**config.mk**
```make
export PLATFORM = sky130hd
export DESIGN_NAME = adc_capture_ctrl
export DESIGN_NICKNAME = d
export VERILOG_FILES = /design/src/rtl/adc_capture_ctrl.sv
export SDC_FILE = /design/constraint.sdc
export NUM_CORES = 1
export LEC_CHECK = 0
export BUFFER_PORTS_ARGS = -buffer_cell sky130_fd_sc_hd__buf_2
export CORE_UTILIZATION = 35
export DETAILED_ROUTE_END_ITERATION = 8
export MAX_ROUTING_LAYER = met4
export PLACE_DENSITY = 0.64
export SYNTH_ARGS = -nofsm -noshare
export SYNTH_HDL_FRONTEND = slang
export SYNTH_SLANG_ARGS = --single-unit
```
**constraint.sdc**
```tcl
create_clock -name i_clk -period 5.4 [get_ports i_clk]
set_input_delay 1.62 -clock i_clk [delete_from_list [all_inputs] [get_ports i_clk]]
set_output_delay 1.62 -clock i_clk [all_outputs]
set_load 0.01 [all_outputs]
```
**src/rtl/adc_capture_ctrl.sv**
```systemverilog
`default_nettype none
// ============================================================================
// Module      : adc_capture_ctrl
// Description : Paced ADC sample capture into memory with overrun, abort and
//               configuration checking.
// Revision    : 1.0 - initial release
// ============================================================================
module adc_capture_ctrl #(
    parameter int MEM_SIZE   = 10000,
    parameter int MIN_PERIOD = 240
) (
    input  logic                       i_clk,
    input  logic                       i_rst,
    input  logic                       i_start,
    input  logic                       i_stop,
    input  logic [9:0]                 i_adc_freq,
    input  logic [$clog2(MEM_SIZE):0]  i_ddr_size,
    output logic                       o_adc_conv,
    input  logic                       i_adc_done,
    input  logic [31:0]                i_adc_data,
    output logic                       o_wr_valid,
    input  logic                       i_wr_ready,
    output logic [$clog2(MEM_SIZE)-1:0] o_wr_addr,
    output logic [31:0]                o_wr_data,
    output logic                       o_busy,
    output logic                       o_done,
    output logic [1:0]                 o_err,
    output logic [$clog2(MEM_SIZE):0]  o_sample_cnt
);

    localparam int c_aw = $clog2(MEM_SIZE);
    localparam int c_cw = c_aw + 1;
    localparam logic [9:0]      c_min_period = 10'(MIN_PERIOD);
    localparam logic [c_cw-1:0] c_mem_size   = c_cw'(MEM_SIZE);
    localparam logic [1:0]      c_err_none    = 2'd0;
    localparam logic [1:0]      c_err_config  = 2'd1;
    localparam logic [1:0]      c_err_overrun = 2'd2;

    typedef enum logic [2:0] {
        S_IDLE        = 3'd0,
        S_CONV        = 3'd1,
        S_WAIT_ADC    = 3'd2,
        S_WRITE       = 3'd3,
        S_WAIT_PERIOD = 3'd4,
        S_DONE        = 3'd5
    } state_t;

    state_t            r_state;
    state_t            w_state_next;
    logic [9:0]        r_period;
    logic [9:0]        r_period_cnt;
    logic [c_cw-1:0]   r_size;
    logic [c_cw-1:0]   r_sample_cnt;
    logic [31:0]       r_wr_data;
    logic [1:0]        r_err;

    logic              w_cfg_bad;
    logic              w_period_end;
    logic [c_cw-1:0]   w_cnt_inc;
    logic              w_accept;
    logic              w_reject;
    logic              w_capture;
    logic              w_handshake;
    logic              w_overrun;

    assign w_cfg_bad    = (i_adc_freq < c_min_period) || (i_ddr_size == '0) ||
                          (i_ddr_size > c_mem_size);
    assign w_period_end = (r_period_cnt == (r_period - 10'd1));
    assign w_cnt_inc    = r_sample_cnt + c_cw'(1);

    always_comb begin
        w_state_next = r_state;
        w_accept     = 1'b0;
        w_reject     = 1'b0;
        w_capture    = 1'b0;
        w_handshake  = 1'b0;
        w_overrun    = 1'b0;
        // An abort outranks every other event in any active state.
        if (r_state != S_IDLE && i_stop) begin
            w_state_next = S_IDLE;
        end else begin
            case (r_state)
                S_IDLE: begin
                    if (i_start) begin
                        if (w_cfg_bad) begin
                            w_reject = 1'b1;
                        end else begin
                            w_accept     = 1'b1;
                            w_state_next = S_CONV;
                        end
                    end
                end
                S_CONV: w_state_next = S_WAIT_ADC;
                S_WAIT_ADC: begin
                    if (w_period_end) begin
                        w_overrun    = 1'b1;
                        w_state_next = S_IDLE;
                    end else if (i_adc_done) begin
                        w_capture    = 1'b1;
                        w_state_next = S_WRITE;
                    end
                end
                S_WRITE: begin
                    if (w_period_end) begin
                        w_overrun    = 1'b1;
                        w_state_next = S_IDLE;
                    end else if (i_wr_ready) begin
                        w_handshake  = 1'b1;
                        w_state_next = (w_cnt_inc == r_size) ? S_DONE : S_WAIT_PERIOD;
                    end
                end
                S_WAIT_PERIOD: begin
                    if (w_period_end) begin
                        w_state_next = S_CONV;
                    end
                end
                S_DONE:  w_state_next = S_IDLE;
                default: w_state_next = S_IDLE;
            endcase
        end
    end

    always_ff @(posedge i_clk) begin
        if (i_rst) begin
            r_state      <= S_IDLE;
            r_period     <= '0;
            r_period_cnt <= '0;
            r_size       <= '0;
            r_sample_cnt <= '0;
            r_wr_data    <= '0;
            r_err        <= c_err_none;
        end else begin
            r_state <= w_state_next;
            // Counter reads 0 during the CONV cycle, so the next CONV lands
            // exactly r_period clocks later.
            r_period_cnt <= (w_state_next == S_CONV) ? 10'd0 : r_period_cnt + 10'd1;
            if (w_reject) begin
                r_err <= c_err_config;
            end
            if (w_accept) begin
                r_period     <= i_adc_freq;
                r_size       <= i_ddr_size;
                r_sample_cnt <= '0;
                r_err        <= c_err_none;
            end
            if (w_overrun) begin
                r_err <= c_err_overrun;
            end
            if (w_capture) begin
                r_wr_data <= i_adc_data;
            end
            if (w_handshake) begin
                r_sample_cnt <= w_cnt_inc;
            end
        end
    end

    assign o_adc_conv   = (r_state == S_CONV);
    assign o_wr_valid   = (r_state == S_WRITE);
    assign o_busy       = (r_state inside {S_CONV, S_WAIT_ADC, S_WRITE, S_WAIT_PERIOD});
    assign o_done       = (r_state == S_DONE);
    assign o_wr_addr    = r_sample_cnt[c_aw-1:0];
    assign o_wr_data    = r_wr_data;
    assign o_err        = r_err;
    assign o_sample_cnt = r_sample_cnt;

endmodule
`default_nettype wire

```
## Word-level counts from Yosys, hierarchy flattened

Index checks and enable logic that the tools add are counted.
Widths: inputs -> output; s select.

| word-level totals | value |
|---|---|
| bits in registers | 87 |
| output and inout bits | 67 |
| word-level logic and storage cells | 67 |

| cells by class | value |
|---|---|
| add/sub/neg operators | 3 |
| magnitude comparators | 2 |
| equality and inequality tests | 8 |
| muxes and demuxes | 34 |
| reductions and logical operators | 12 |

Operators with widths:

| operator | number |
|---|---|
| $mux 15 | 2 |
| $mux 3 | 8 |
| $mux 1 | 20 |
| $add 15x1->15 const B | 1 |
| $eq 15x15->1 | 1 |
| $gt 15x14->1 const B | 1 |
| $logic_not 15->1 | 1 |
| $pmux 3 s5 | 1 |
| $add 10x1->10 const B | 1 |
| $eq 10x10->1 | 1 |
| $lt 10x8->1 const B | 1 |
| $sub 10x1->10 const B | 1 |
| $eq 3x1->1 const B | 2 |
| $eq 3x2->1 const B | 2 |
| $eq 3x3->1 const B | 2 |
| $mux 2 | 3 |
| $reduce_bool 3->1 | 2 |
| $reduce_bool 4->1 | 1 |
| $reduce_or 2->1 | 2 |
| $logic_not 3->1 | 1 |
| $reduce_or 3->1 | 1 |
| $logic_or 1x1->1 | 2 |
| $reduce_bool 2->1 | 1 |
| $logic_and 1x1->1 | 1 |

## Longest topological paths before layout

Gate-level depths: netlist of run 1.

| logic depth | value |
|---|---|
| depth in word-level cells | 10 |
| gate-level depth with buffers | 10 |

## Worst setup path before layout of run 1

OpenSTA, ideal clock, no wires.

| path | value |
|---|---|
| path kind | input-to-reg |
| start point | input port i_start |
| end point | register r_period[0] |
| setup time | 0.128 ns |
| arrival time | 3.572 ns |
| required time | 5.272 ns |
| slack | 1.700 ns |
| stages | 8 |
| buffers on the path | 2 |
| cell sequence | or4b_2 -> a211oi_1 -> nand2_1 -> or2_2 -> clkbuf_1 -> clkbuf_1 -> mux2i_1 -> nor2_1 |

| between the ends | value |
|---|---|
| cells in the longest elaborated chain, start to end | 3 |

RTL lines:

| element | RTL line | source |
|---|---|---|
| start: declaration | 14 | `input logic i_start,` |
| $mux 1 | 84 | `if (i_start) begin` |
| $mux 1 | 82 | `case (r_state)` |
| $mux 1 | 79 | `if (r_state != S_IDLE && i_stop) begin` |
| end signal: assignment | 141 | `r_period <= i_adc_freq;` |
| end: declaration | 50 | `logic [9:0] r_period;` |

No other way between the ends.
A chain may end at the register's enable or synchronous reset.

## Worst setup path in the final report of run 1

| path | value |
|---|---|
| start point | input port i_start |
| end point | register r_sample_cnt[1], in the netlist o_sample_cnt[1] |

| between the ends | value |
|---|---|
| cells in the longest elaborated chain, start to end | 4 |

RTL lines:

| element | RTL line | source |
|---|---|---|
| $mux 1 | 84 |  |
| $mux 1 | 82 |  |
| $mux 1 | 79 |  |
| $reduce_bool 2->1 (no line) | - |  |
| end signal: assignment | 153 | `r_sample_cnt <= w_cnt_inc;` |
| end: declaration | 53 | `logic [c_cw-1:0] r_sample_cnt;` |

No other way between the ends.

==> results by group, run 1 <==
Critical path
  – Worst R2R Path Depth: 9
  – Worst EP required: 5640 ps
  – Kind of critical path: input pin to flip-flop
  – Max FO, Critical Path: 26
  – Crit path DAT: 3770 ps
  – Crit path capture type: flip-flop
  – Worst Setup Start Kind: input pin

GRT
  – Initial antenna violation count: 0
  – Total track usage: 18.5%
  – First-pass GRT wire length: 19000 um
  – Largest net degree at the start of global routing: 59
  – Vias in the first global route: 3990
  – Total grt overflow: 0

Floorplan
  – Die Span X: 117 um
  – FP Rows: 41
  – Die ar.: 13600 um2
  – Die height: 117 um
  – Num ports: 130
  – Initial Utilization: 36.3%
  – Core area: 12700 um2

Place
  – DP Wirelength: 8540 um
  – Cells after DPL: 786
  – GPL Wtd Cong: 0.914
  – Input/output buffers: 129

Logic synthesis
  – Syn_area_per_cell: 8.77 um2
  – Post-synth EDFFs: 0
  – Synthesized instance count: 526
  – Mapped Area: 4610 um2
  – Synth async-reset ratio: 0%
  – Post-synthesis sequential area ratio: 37.8%
  – Synth unique cells: 61
  – Synthesized Nets: 592
  – Main flop type after synthesis: dfxtp_1
  – Ys Warns: 0
  – Flop and latch count out of synthesis: 87

Routing
  – Wirelength per Cell: 14.3 um
  – Total Routed Length: 11500 um
  – First drt pass iteration count: 4
  – DRC errors left: 0
  – DR vias/cell: 5.22
  – Via count: 4188
  – Detail Route Antenna Nets: 0
  – Starting DRC count in detailed routing: 226

Layout
  – Antenna cells: 0
  – Fraction of layout cells with a size suffix above 1: 25.6%
  – Commonest non-fill, non-tap cell in the layout: buf_2
  – Finished Layout Cells: 802
  – Nets: 691
  – Most frequent cells in the layout: buf_2, dfxtp_1, nor2_1
  – Area grow syn2layout: 20.6%
  – Area of the multi-input gates: 2610 um2
  – Reg area: 1740 um2
  – Fill cells: 1292

Timing
  – Setup violations, final: 0
  – Final Hold Viols: 0
  – Slew Limit Headroom: 41.4%
  – Achievable Freq: 284 MHz
  – Crit path time final: 3530 ps
  – Setup TNS: 0 ps
  – Period utilization: 65.3%
  – RSZ-0062 raised after global routing: no
  – Slew Limit Fails: 0
  – Worst-margin pin slew: 874 ps
  – Clk_skew: 13.1 ps

Clocking
  – Max Buffers Root-to-Sink: 2
  – Clk slew on worst S/H paths: 60 ps
  – Hold_buf cts: 0
  – Insertion delay to the later sink of the worst-skew pair: 350 ps
  – CTS Buf Count: 9
  – Sink Count: 87
  – CTS tree: done
  – Root Driver: clkbuf_16
  – PostCTS Resize Cnt: 0
  – CTS H-tree lvls: 3
  – Post-CTS setup buffers: 0

Pwr
  – Pwr/cell area: 250 nW/um2
  – Tot Pwr: 1390 uW
  – Leak: 0.00257 uW
  – Peak VDD IR: 0.223 mV

Worst hold path
  – Hold path depth: 2
  – HP Class: flip-flop to flip-flop

Status
  – Status: completed

Job
  – Max-cap viol count: 0
## state kept, by name, indices dropped and copies added, names as in the netlist
| signal | count |
|---|---|
| o_wr_data | 32 |
| o_sample_cnt | 15 |
| r_size | 15 |
| r_period | 10 |
| r_period_cnt | 10 |
| r_state | 3 |
| o_err | 2 |
## worst max-delay path, stage by stage
cell	delay, ps
buf_2	80
or4b_2	630
a211oi_1	240
nand2_1	130
or2_2	610
nand3_1	190
a21oi_1	50
a41o_1	210
## path summary, 6_finish.rpt
| check | start | end | slack [ps] |
|---|---|---|---|
| worst max-delay path | i_start | o_sample_cnt[1] | 1870 |
| worst min register to register | o_err[1] | o_err[1] | 470 |
| worst min-delay path | o_err[1] | o_err[1] | 470 |
| worst max register to register | r_period[0] | o_sample_cnt[0] | 2090 |
## area by class of cell
type,count,share of cell area [%]
multi-input combinational,384,46.9
sequential,87,31.3
timing repair buffer,132,12.0
clock buffer,10,4.30
tap,172,3.87
clock inverter,6,0.922
inverter,11,0.742
## kinds of logic after synthesis
group | synth area share (%)
mux | 12.2
flops | 37.8
xor+xnor | 6.83
compound gates | 13.0
simple gates | 23.2
fa+ha+maj | 1.03
buf+inv | 5.99
## power by group
part	internal, uW	leakage (uW)	switching, uW
Combinational	54.8	0.00173	67.5
Sequential	653	0.000703	13.9
Clock	330	0.000140	274
## Yosys cell counts, types with 4 or more instances
cell / instances / share of area, %
xnor2_1: 17 / 3.2
inv_1: 11 / 0.90
nor2b_1: 6 / 0.81
o21ai_0: 6 / 0.65
buf_4: 18 / 2.9
clkbuf_1: 23 / 1.9
a21oi_1: 14 / 1.5
nand2_1: 26 / 2.1
nand3_1: 25 / 2.7
nor4_1: 4 / 0.54
nand4_1: 15 / 2.0
and3_1: 17 / 2.3
nand2b_1: 4 / 0.54
dfxtp_1: 87 / 38
nor3_1: 16 / 1.7
o2bb2ai_1: 10 / 1.9
xor2_1: 19 / 3.6
nor2_1: 78 / 6.3
mux2i_1: 55 / 12
a221o_1: 11 / 2.4
## per-layer routing
metal	vias up	GRT usage, %	share of wire [%]
met5	-	-	0
met4	0	6.92	1.6
met3	15	5.46	5.1
met2	134	30.7	50
met1	1959	21.1	44
li1	2080	-	-
## through the flow
| stage | worst slack, ps | hold WS, ps | instance area [um2] | util, % |
|---|---|---|---|---|
| 3_3_place_gp | 1550 | 451 | 5270 | 41.4 |
| 4_1_cts | 1890 | 466 | 5560 | 43.7 |
| 2_1_floorplan | 1700 | 481 | 4610 | - |
| 6_report | 1870 | 468 | 5560 | 43.7 |
| 5_1_grt | 1750 | 476 | 5560 | 43.7 |
| 3_5_place_dp | 1500 | 456 | 5270 | 41.4 |
Power figures use the tool's default switching activity.
==> run 2: changes to the inputs <==
Clock period 5.4 ns to 3.55 ns, I/O delays scaled along.
==> results by group, run 2 (synthesis gave the netlist of run 1 again) <==
Timing
  – Crit path time final: 3320 ps
  – Setup violations, final: 0
  – Achievable Freq: 301 MHz
  – Setup TNS: 0 ps
  – Slew Limit Headroom: 47.8%
  – Slew Limit Fails: 0
  – Period utilization: 93.5%
  – Worst-margin pin slew: 780 ps
  – Final Hold Viols: 0
  – Clk_skew: 8.69 ps
  – RSZ-0062 raised after global routing: no

Place
  – GPL Wtd Cong: 0.960
  – DP Wirelength: 8810 um
  – Input/output buffers: 129
  – Area post-placement: 5300 um2
  – Cells after DPL: 790

Layout
  – Antenna cells: 0
  – Final Cell Area: 5620 um2
  – Nets: 695
  – Most frequent cells in the layout: buf_2, dfxtp_1, nor2_1
  – Fill cells: 1297
  – Commonest non-fill, non-tap cell in the layout: buf_2
  – Max reg flops: 32
  – Finished Layout Cells: 806
  – Post-Route Utilization: 44.2%
  – Area grow syn2layout: 21.9%
  – Fraction of layout cells with a size suffix above 1: 26.0%

Floorplan
  – Die ar.: 13600 um2
  – Die Span X: 117 um
  – FP Rows: 41
  – Core area: 12700 um2
  – Die height: 117 um
  – Initial Utilization: 36.3%
  – Num ports: 130

Clocking
  – PostCTS Resize Cnt: 0
  – Root Driver: clkbuf_16
  – Max Buffers Root-to-Sink: 2
  – Clk slew on worst S/H paths: 70 ps
  – Post-CTS setup buffers: 0
  – CTS tree: done
  – Insertion delay to the later sink of the worst-skew pair: 350 ps
  – Hold_buf cts: 0
  – Sink Count: 87
  – CTS Buf Count: 9
  – CTS H-tree lvls: 3

Critical path
  – Crit path capture type: flip-flop
  – Max FO, Critical Path: 14
  – Crit path DAT: 3610 ps
  – Worst r2r src: r_period[0]
  – Worst R2R Path Depth: 9
  – Delay of the slowest cell on the worst path: 740 ps
  – RR Endpoint: o_sample_cnt[0]
  – Crit-path cells: inv_1 > ha_1 > or4b_1 > and4bb_1 > a211oi_2 > a2111oi_4 > a21oi_1 > a21oi_2 > mux2_2
  – Critical path's slowest cell: a2111oi_4
  – Worst EP required: 3840 ps
  – CP startpoint: r_period[0]
  – Critical Path Sink: o_sample_cnt[0]
  – Worst Setup Start Kind: flip-flop
  – Worst reg2reg setup slack: 230 ps
  – Kind of critical path: flip-flop to flip-flop

Routing
  – Total Routed Length: 11700 um
  – Starting DRC count in detailed routing: 182
  – Wirelength per Cell: 14.5 um
  – DRC errors left: 0
  – First drt pass iteration count: 7
  – Via count: 4248
  – DR vias/cell: 5.27
  – Detail Route Antenna Nets: 0

Pwr
  – Leak: 0.00260 uW
  – Sw power: 539 uW
  – Clk network pwr share: 45.0%
  – Peak VDD IR: 0.251 mV
  – Sequential power share: 46.4%
  – Internal power: 1650 uW
  – Sw frac: 24.6%
  – Pwr/cell area: 389 nW/um2
  – Tot Pwr: 2190 uW
  – Gate power share: 8.6%

GRT
  – Largest net degree at the start of global routing: 58
  – First-pass GRT wire length: 18900 um
  – Initial antenna violation count: 0
  – Total grt overflow: 0
  – Total track usage: 18.5%
  – Vias in the first global route: 3994

Job
  – Max-cap viol count: 0

Worst hold path
  – HP Class: flip-flop to flip-flop

Status
  – Status: completed
-- run 2: cell count changes in the layout (fill, tap and decap cells not counted), sizes merged --
cell	delta
inv	+1
buf	+4
clkinv	-2
bufinv	+1
-- run 2: per-layer routing --
metal / vias to the layer above / global-route usage (%) / part of all wire, %
met5: - / - / 0
met4: 0 / 8.27 / 2.3
met3: 21 / 4.07 / 5.6
met2: 158 / 30.7 / 48
met1: 1982 / 21.5 / 44
li1: 2087 / - / -
-- run 2: worst max-delay path, delay by kind of cell, from the launching register on --
kind	cells	cell delay [ps]
multiplexers	1	280
buffers and inverters	1	70
AND/OR/NAND/NOR	2	790
AO/OA/AOI/OAI	4	1620
adder cells (fa/ha/maj)	1	160
flip-flops	1	340
-- run 2: layout make-up --
cell class                 instances  area [um2]  share of cell area (%)
sequential                        87        1740                    31.0
inverter                          11        41.3                   0.734
clock inverter                     6        72.6                    1.29
timing repair buffer             136         698                    12.4
multi-input combinational        384        2610                    46.5
tap                              172         215                    3.83
clock buffer                      10         239                    4.25
-- run 2: per-stage QoR --
stage	setup WS, ps	hold slack (ps)
floorplan	405	481
CTS	258	466
global route	39.2	488
detailed placement	290	456
global placement	350	449
finish	230	459
-- run 2: power groups by stage --
stage / Combinational [uW] / Sequential, uW / Clock [uW]
6_report: 188 / 1020 / 985
5_1_grt: 211 / 1020 / 1050
4_1_cts: 188 / 1010 / 1020
3_5_place_dp: 188 / 1040 / 0
3_3_place_gp: 183 / 1040 / 0
2_1_floorplan: 119 / 1030 / 0
-- run 2: worst min path at each step --
stage,startpoint,endpoint,depth (start not counted),slack [ps]
6_report,o_err[1],o_err[1],2,460
5_1_grt,o_err[1],o_err[1],2,490
4_1_cts,o_err[1],o_err[1],2,470
3_5_place_dp,o_err[1],o_err[1],2,460
3_3_place_gp,o_err[1],o_err[1],2,450
2_1_floorplan,o_err[1],o_err[1],2,480
